==> src/rtl/johnson_ctrl_pkg.sv <==
// Shared types and Johnson-code decode helpers for the Johnson step controller.
// The decode functions take a zero-extended vector plus the live stage count.
package johnson_ctrl_pkg;

    typedef enum logic [1:0] {
        OP_LOAD   = 2'd0,
        OP_RUN    = 2'd1,
        OP_CLEAR  = 2'd2,
        OP_RUN_TO = 2'd3
    } op_e;

    localparam logic [0:0] ST_IDLE = 1'b0;
    localparam logic [0:0] ST_RUN  = 1'b1;

    localparam int unsigned JC_MAX_W = 64;

    // Legal Johnson code: at most one transition between adjacent stages, no wrap.
    function automatic logic jc_is_legal(input logic [JC_MAX_W-1:0] v, input int unsigned w);
        logic [JC_MAX_W-1:0] s;
        int unsigned         n;
        n = 0;
        for (int unsigned i = 0; i < JC_MAX_W - 1; i++) begin
            s = v >> i;
            if ((i + 1 < w) && (s[0] != s[1])) begin
                n++;
            end
        end
        return (n <= 1);
    endfunction

    function automatic int unsigned jc_phase(input logic [JC_MAX_W-1:0] v, input int unsigned w);
        logic [JC_MAX_W-1:0] s;
        int unsigned         pop;
        logic                msb;
        pop = 0;
        for (int unsigned i = 0; i < JC_MAX_W; i++) begin
            s = v >> i;
            if ((i < w) && s[0]) begin
                pop++;
            end
        end
        s   = v >> (w - 1);
        msb = s[0];
        if (!jc_is_legal(v, w)) begin
            return 0;
        end
        return msb ? (2 * w - pop) : pop;
    endfunction

endpackage

==> src/rtl/johnson_shift_reg.sv <==
// Enable-gated Johnson shift register with clear and parallel load.
// Priority: reset > clr > ld > en; holds otherwise.
module johnson_shift_reg #(
    parameter int unsigned WIDTH = 8
) (
    input  logic             clk,
    input  logic             reset,
    input  logic             en,
    input  logic             ld,
    input  logic             clr,
    input  logic [WIDTH-1:0] d,
    output logic [WIDTH-1:0] q
);

    logic [WIDTH-1:0] r_q;

    always_ff @(posedge clk) begin
        if (reset) begin
            r_q <= '0;
        end else if (clr) begin
            r_q <= '0;
        end else if (ld) begin
            r_q <= d;
        end else if (en) begin
            r_q <= {r_q[WIDTH-2:0], ~r_q[WIDTH-1]};
        end
    end

    assign q = r_q;

endmodule

==> src/rtl/johnson_step_ctrl.sv <==
// Command-driven sequencer stepping a Johnson shift register a counted number of times,
// with phase/legal decode, sticky error and a one-cycle completion pulse.
module johnson_step_ctrl
    import johnson_ctrl_pkg::*;
#(
    parameter int unsigned WIDTH = 8,
    parameter int unsigned CNT_W = 8,
    localparam int unsigned PH_W = $clog2(2 * WIDTH)
) (
    input  logic             clk,
    input  logic             reset,
    input  logic             cmd_valid,
    output logic             cmd_ready,
    input  logic [1:0]       cmd_op,
    input  logic [CNT_W-1:0] cmd_arg,
    input  logic             abort,
    input  logic             err_clr,
    output logic [WIDTH-1:0] jc_q,
    output logic             legal,
    output logic [PH_W-1:0]  phase,
    output logic [CNT_W-1:0] steps_left,
    output logic             busy,
    output logic             done,
    output logic             err
);

    localparam logic [CNT_W-1:0] TWO_W = CNT_W'(2 * WIDTH);

    logic [0:0]       r_state;
    logic [CNT_W-1:0] r_steps;
    logic             r_done;
    logic             r_err;

    logic [0:0]       w_state_nxt;
    logic [CNT_W-1:0] w_steps_nxt;
    logic             w_done_nxt;
    logic             w_err_set;
    logic             w_shift;
    logic             w_ld;
    logic             w_clr;
    logic             w_accept;
    logic [CNT_W-1:0] w_phase_ext;
    logic [CNT_W-1:0] w_to_steps;

    johnson_shift_reg #(
        .WIDTH (WIDTH)
    ) u_shift_reg (
        .clk   (clk),
        .reset (reset),
        .en    (w_shift),
        .ld    (w_ld),
        .clr   (w_clr),
        .d     (cmd_arg[WIDTH-1:0]),
        .q     (jc_q)
    );

    assign legal       = jc_is_legal(JC_MAX_W'(jc_q), WIDTH);
    assign phase       = PH_W'(jc_phase(JC_MAX_W'(jc_q), WIDTH));
    assign w_phase_ext = CNT_W'(phase);
    assign cmd_ready   = !reset && (r_state == ST_IDLE);
    assign w_accept    = cmd_valid && cmd_ready;

    // Distance forward to the target phase, modulo 2*WIDTH; only used when target < 2*WIDTH.
    assign w_to_steps = (cmd_arg >= w_phase_ext) ? (cmd_arg - w_phase_ext)
                                                 : (cmd_arg + TWO_W - w_phase_ext);

    always_comb begin
        w_state_nxt = r_state;
        w_steps_nxt = r_steps;
        w_done_nxt  = 1'b0;
        w_err_set   = 1'b0;
        w_shift     = 1'b0;
        w_ld        = 1'b0;
        w_clr       = 1'b0;
        case (r_state)
            ST_IDLE: begin
                if (w_accept) begin
                    unique case (op_e'(cmd_op))
                        OP_LOAD: begin
                            w_ld       = 1'b1;
                            w_done_nxt = 1'b1;
                        end
                        OP_CLEAR: begin
                            w_clr      = 1'b1;
                            w_done_nxt = 1'b1;
                        end
                        OP_RUN: begin
                            if (!legal) begin
                                w_err_set  = 1'b1;
                                w_done_nxt = 1'b1;
                            end else begin
                                w_steps_nxt = cmd_arg;
                                if (cmd_arg == '0) begin
                                    w_done_nxt = 1'b1;
                                end else begin
                                    w_state_nxt = ST_RUN;
                                end
                            end
                        end
                        OP_RUN_TO: begin
                            if (!legal || (cmd_arg >= TWO_W)) begin
                                w_err_set  = 1'b1;
                                w_done_nxt = 1'b1;
                            end else begin
                                w_steps_nxt = w_to_steps;
                                if (w_to_steps == '0) begin
                                    w_done_nxt = 1'b1;
                                end else begin
                                    w_state_nxt = ST_RUN;
                                end
                            end
                        end
                    endcase
                end
            end
            ST_RUN: begin
                if (abort) begin
                    w_state_nxt = ST_IDLE;
                    w_done_nxt  = 1'b1;
                end else begin
                    w_shift     = 1'b1;
                    w_steps_nxt = r_steps - CNT_W'(1);
                    if (r_steps == CNT_W'(1)) begin
                        w_state_nxt = ST_IDLE;
                        w_done_nxt  = 1'b1;
                    end
                end
            end
            default: w_state_nxt = ST_IDLE;
        endcase
    end

    always_ff @(posedge clk) begin
        if (reset) begin
            r_state <= ST_IDLE;
            r_steps <= '0;
            r_done  <= 1'b0;
            r_err   <= 1'b0;
        end else begin
            r_state <= w_state_nxt;
            r_steps <= w_steps_nxt;
            r_done  <= w_done_nxt;
            if (w_err_set) begin
                r_err <= 1'b1;
            end else if (err_clr) begin
                r_err <= 1'b0;
            end
        end
    end

    assign steps_left = r_steps;
    assign busy       = (r_state == ST_RUN);
    assign done       = r_done;
    assign err        = r_err;

endmodule

==> config.mk <==
export PLATFORM = sky130hd
export DESIGN_NAME = johnson_step_ctrl
export DESIGN_NICKNAME = d
export VERILOG_FILES = /design/src/rtl/johnson_ctrl_pkg.sv /design/src/rtl/johnson_shift_reg.sv /design/src/rtl/johnson_step_ctrl.sv
export SDC_FILE = /design/constraint.sdc
export NUM_CORES = 1
export LEC_CHECK = 0
export CORE_ASPECT_RATIO = 0.9
export CORE_MARGIN = 2
export CORE_UTILIZATION = 52
export DETAILED_ROUTE_END_ITERATION = 6
export PLACE_DENSITY = 0.79
export SYNTH_ARGS = -nofsm -noshare
export SYNTH_HDL_FRONTEND = slang
export SYNTH_HIERARCHICAL = 1
export SYNTH_SLANG_ARGS = --single-unit
==> constraint.sdc <==
create_clock -name clk -period 7.41 [get_ports clk]
set_input_delay 0.741 -clock clk [delete_from_list [all_inputs] [get_ports clk]]
set_output_delay 0.741 -clock clk [all_outputs]
set_load 0.05 [all_outputs]
==> reports/metrics.yaml, run 1 <==
status: "complete, no violations"
firstDrtPassIters: 5
grt_max_degree: 27
io_pins: 40
ir_drop_mv: 0.107
final_hold_viol_count: 0
async_flop_share: 0
io_buffer_count: 39
grt_pass1_vias: 2749
final_area_sq_um: 3740
die_w_um: 85.7
synth_top_area_cell: "dfxtp_1"
synth_top_family_by_area: "simple AND/OR/NAND/NOR gates"
vias: 3075
placed_area_sq_um: 3560
finalCritPeriodShare: 0.950
synthMuxAreaShare: 0.0729
final_cell_mix: "clkdlybuf4s50_1, nand2_1, inv_1, nor2_1, ha_1"
synthAdderAreaFrac: 0.130
critPathMaxStageDelay_ps: 390
die_h_um: 77.5
cp_data_required_time_ps: 7570
synth-seq-cells: 19
slew-limit-headroom: 0.345
layout.nets: 478
cts_made_buffers: 3
cts_tree: "yes"
syn_to_final_growth_pct: 19.8
holdWs_ps: 512
syn-instance-count: 395
yosysWarnings: 6
clock_latency_ps: 260
fillCellCount: 498
path_clk_slew_ps: 80
worst_pin_slew_ps: 981
crit_arrival_ps: 7200
crit_family: "adder cells"
htreeDepth: 1
cp-start-kind: "register"
cap_violations: 0
setup-tns-final_ps: 0
start_util: 0.545
dieArea_sq_um: 6640
wl_per_cell_um: 16.2
path_class: "reg -> reg"
p_per_area_nw_per_um2: 129
clk_path_buf_depth: 2
synth_top_area_frac: 0.122
finalNonFillerCells: 502
cts_root_buf: "clkbuf_8"
synth_edf_count: 0
synth_nets: 440
endpoint_kind: "register"
period_needed_ps: 7040
drt-total-wl_um: 8150
critical_path.max_fanout: 8
max_freq_mhz: 142
cp_slowest_cell: "dfxtp_4"
drt_iter0_drc: 221
synth_compound_area_frac: 0.250
utilization: 0.653
synth_xor_area_frac: 0.103
synthTopCellsByArea: "dfxtp_1, ha_1, xnor2_1"
fin_skew_ps: 7.27
viasPerCell: 6.13
overflow: 0
place_hpwl_um: 6080
n_antenna_cell: 0
yosys.area_share.simple: 0.253
antenna_found_initial: 0
p_leak_uw: 0.00158
dp_cells: 495
synth_area_sq_um: 3120
core_sq_um: 5730
antenna_left: 0
rows: 26
ff2ff_setup_slack_ps: 370
grt_usage: 0.233
slew_violations: 0
place_congestion: 0.990
avgSynthCellArea_sq_um: 7.90
clock_sinks: 19
remaining_drc_errors: 0
setup_viol: 0
min-delay-path-class: "reg -> reg"
synth_seq_area_share: 0.122
layout-drive-gt1-share: 0.141
final_common_cell: "clkdlybuf4s50_1"
synth.distinct_cells: 71
grt_pass1_wl_um: 12900
cp.buffers_inverters: 5
ys.flop_type: "dfxtp_1"
-- path summary, 6_finish.rpt --
| check | from | endpoint | cells past startpoint |
|---|---|---|---|
| hold / removal | steps_left[1]$_SDFFE_PP0P_ | steps_left[1]$_SDFFE_PP0P_ | 2 |
| hold reg to reg | steps_left[1]$_SDFFE_PP0P_ | steps_left[1]$_SDFFE_PP0P_ | 2 |
| setup / recovery | u_shift_reg/q[0]$_SDFFE_PP0P_ | busy$_SDFF_PP0_ | 35 |
| setup reg to reg | u_shift_reg/q[0]$_SDFFE_PP0P_ | busy$_SDFF_PP0_ | 35 |
-- metrics by stage --
| step | worst slack (ps) | total power, uW |
|---|---|---|
| floorplan | 17.2 | 318 |
| global placement | 352 | 385 |
| detailed placement | 58.6 | 390 |
| CTS | 26.8 | 465 |
| global route | -70.3 | 512 |
| finish | 367 | 482 |
-- state kept, by name, summed over array words and instances, names as in the netlist --
register       cells
busy               1
steps_left         8
done               1
err                1
u_shift_reg/q      8
-- kinds of logic (layout without fill, tap and decap cells) --
family                   count (synthesis)  count (layout)
AND/OR/NAND/NOR                        151             151
AO/OA/AOI/OAI                          100             100
buffers and inverters                   45              82
XOR/XNOR                                31              31
adder cells (fa/ha/maj)                 30              30
multiplexers                            19              19
flip-flops                              19              19
-- worst register-to-register path, delay by kind of cell, from the launching register on --
family / cells / cell delay, ps
multiplexers: 1 / 160
XOR/XNOR: 4 / 850
buffers and inverters: 5 / 610
adder cells (fa/ha/maj): 7 / 1930
AO/OA/AOI/OAI: 10 / 1860
flip-flops: 1 / 390
AND/OR/NAND/NOR: 8 / 1120
-- layout make-up --
| cell class | instances | area (sq um) | area share |
|---|---|---|---|
| clock buffer | 4 | 45.0 | 0.0120 |
| inverter | 26 | 97.6 | 0.0261 |
| tap | 70 | 87.6 | 0.0234 |
| multi-input combinational | 331 | 2630 | 0.704 |
| sequential | 19 | 384 | 0.103 |
| timing repair buffer | 52 | 492 | 0.132 |
-- metal layers --
metal | global-route usage | part of all wire | up-vias
met1 | 0.347 | 0.47 | 1454
met4 | 0.0317 | 0.0042 | 0
met5 | 0 | 0 | -
li1 | - | - | 1506
met3 | 0.0191 | 0.053 | 6
met2 | 0.373 | 0.47 | 109
-- synth_stat cells, drive strengths merged, types with 10 or more instances --
library cell  count
nor3             15
nand3            18
xor2             10
inv              26
buf              13
nand2            32
nand2b           12
mux2i            10
ha               26
nor2             28
dfxtp            19
a21oi            18
o21ai            14
xnor2            19
-- what timing repair did --
item | CTS | global route
buffers inserted | 0 | 2
gates resized for setup | 0 | 21
endpoints found under the setup margin | 0 | 8
hold buffers | 0 | 0
-- power breakdown --
part           internal (uW)  switching [uW]
Combinational            118             172
Sequential               108            10.0
Clock                   38.4            36.9
Power figures use the tool's default switching activity.
==> run 2, diff against run 1 <==
--- a/config.mk
+++ b/config.mk
@@ -6,10 +6,10 @@
 export NUM_CORES = 1
 export LEC_CHECK = 0
 export CORE_ASPECT_RATIO = 0.9
-export CORE_MARGIN = 2
 export CORE_UTILIZATION = 52
 export DETAILED_ROUTE_END_ITERATION = 6
 export PLACE_DENSITY = 0.79
+export SLEW_MARGIN = 0
 export SYNTH_ARGS = -nofsm -noshare
 export SYNTH_HDL_FRONTEND = slang
 export SYNTH_HIERARCHICAL = 1
==> run 2 against run 1 <==
Effect of this change:
- critical path type unchanged
- combinational power fell by 1%
- count of clock-buffer cells in the layout unchanged
- via count rose by 1.7%
- clock skew down 3.8 ps
==> reports/metrics.yaml, run 2 (synthesized netlist as in run 1, its figures left out) <==
status: "complete, no violations"
clock_sinks: 19
die_w_um: 83.7
overflow: 0
crit_family: "adder cells"
cp-start-kind: "register"
slew-limit-headroom: 0.134
firstDrtPassIters: 5
holdWs_ps: 499
slew_violations: 0
core_sq_um: 5730
crit_path_frequent_cell: "ha_1"
wl_per_cell_um: 16.0
antenna_found_initial: 0
cts_made_buffers: 3
finalNonFillerCells: 501
syn_to_final_growth_pct: 18.6
worst_pin_slew_ps: 1290
viasPerCell: 6.24
p_clk_frac: 0.157
placed_area_sq_um: 3560
comb_power_share: 0.597
crit_arrival_ps: 7200
remaining_drc_errors: 0
grt_pass1_wl_um: 12900
start_util: 0.545
n_antenna_cell: 0
dp_cells: 495
max_freq_mhz: 142
setup_viol: 0
grt_max_degree: 27
p_per_area_nw_per_um2: 129
drt_iter0_drc: 199
die_h_um: 75.5
critical_path.max_fanout: 5
place_congestion: 0.995
finalCritPeriodShare: 0.951
vias: 3127
final_area_sq_um: 3700
fin_skew_ps: 3.45
path_class: "reg -> reg"
min-delay-path-class: "reg -> reg"
antenna_left: 0
htreeDepth: 1
critPathMaxStageDelay_ps: 390
cp_slowest_cell: "o41ai_1"
place_hpwl_um: 6110
cap_violations: 0
cts_root_buf: "clkbuf_8"
clk_path_buf_depth: 2
io_buffer_count: 39
path_clk_slew_ps: 80
final_common_cell: "clkdlybuf4s50_1"
intPower_uw: 261
cts_tree: "yes"
p_sw_uw: 216
layout-drive-gt1-share: 0.135
netSwitchingFraction: 0.452
clock_latency_ps: 260
io_pins: 40
cp.buffers_inverters: 3
final_hold_viol_count: 0
dieArea_sq_um: 6320
cts_hold_buf: 0
cp_data_required_time_ps: 7560
fillCellCount: 475
grt_usage: 0.248
p_leak_uw: 0.00159
layout.nets: 477
endpoint_kind: "register"
ir_drop_mv: 0.114
period_needed_ps: 7040
rows: 26
grt_pass1_vias: 2750
seq_power_share: 0.246
drt-total-wl_um: 8040
final_cell_mix: "clkdlybuf4s50_1, nand2_1, inv_1, nor2_1, ha_1"
## run 2: per-layer routing
metal,track usage,part of all wire
met1,0.356,0.46
met2,0.416,0.47
met3,0.0217,0.063
met4,0.0433,0.0073
met5,0,0
## run 2: cell type report
type | instances | area, sq um | share of cell area
flip-flops and latches | 19 | 383 | 0.103
multi-input cells | 331 | 2610 | 0.704
repair buffers | 51 | 484 | 0.131
inverters | 26 | 97.6 | 0.0264
clock buffers | 4 | 45.0 | 0.0122
well taps | 70 | 87.6 | 0.0237
## run 2: per-stage QoR
| step | util | worst slack, ps | setup TNS [ps] | total power (uW) |
|---|---|---|---|---|
| final | 0.647 | 366 | 0 | 477 |
| after global routing | 0.647 | -43.5 | -43.5 | 508 |
| after CTS | 0.630 | 87.2 | 0 | 465 |
| after detailed placement | 0.622 | 127 | 0 | 391 |
| after global placement | 0.622 | 421 | 0 | 384 |
| after floorplan | - | 17.2 | 0 | 318 |
## run 2: power groups by stage
stage	clock network (uW)	logic, uW	registers (uW)
4_1_cts	74.6	273	117
2_1_floorplan	0	182	136
5_1_grt	80.1	309	119
3_5_place_dp	0	271	119
3_3_place_gp	0	265	119
6_report	75.0	285	118
## run 2: worst register-to-register path, delay by kind of cell (launching register included)
| family | cells | cell delay [ps] |
|---|---|---|
| compound gates | 10 | 2020 |
| xor+xnor | 3 | 490 |
| fa+ha+maj | 8 | 2370 |
| buf+inv | 3 | 190 |
| flops | 1 | 340 |
| mux | 1 | 180 |
| simple gates | 9 | 1320 |
## run 2: path summary, 6_finish.rpt
kind	cells past startpoint	end	start	slack, ps
setup reg to reg	34	busy$_SDFF_PP0_	u_shift_reg/q[0]$_SDFFE_PP0P_	370
hold / removal	2	steps_left[1]$_SDFFE_PP0P_	steps_left[1]$_SDFFE_PP0P_	500
hold reg to reg	2	steps_left[1]$_SDFFE_PP0P_	steps_left[1]$_SDFFE_PP0P_	500
setup / recovery	34	busy$_SDFF_PP0_	u_shift_reg/q[0]$_SDFFE_PP0P_	370
## run 2: repair_timing
item                                    in CTS  in global routing
endpoints found under the hold margin        0                  0
gates resized for setup                      0                 18
setup buffers                                0                  1
endpoints found under the setup margin       0                  8
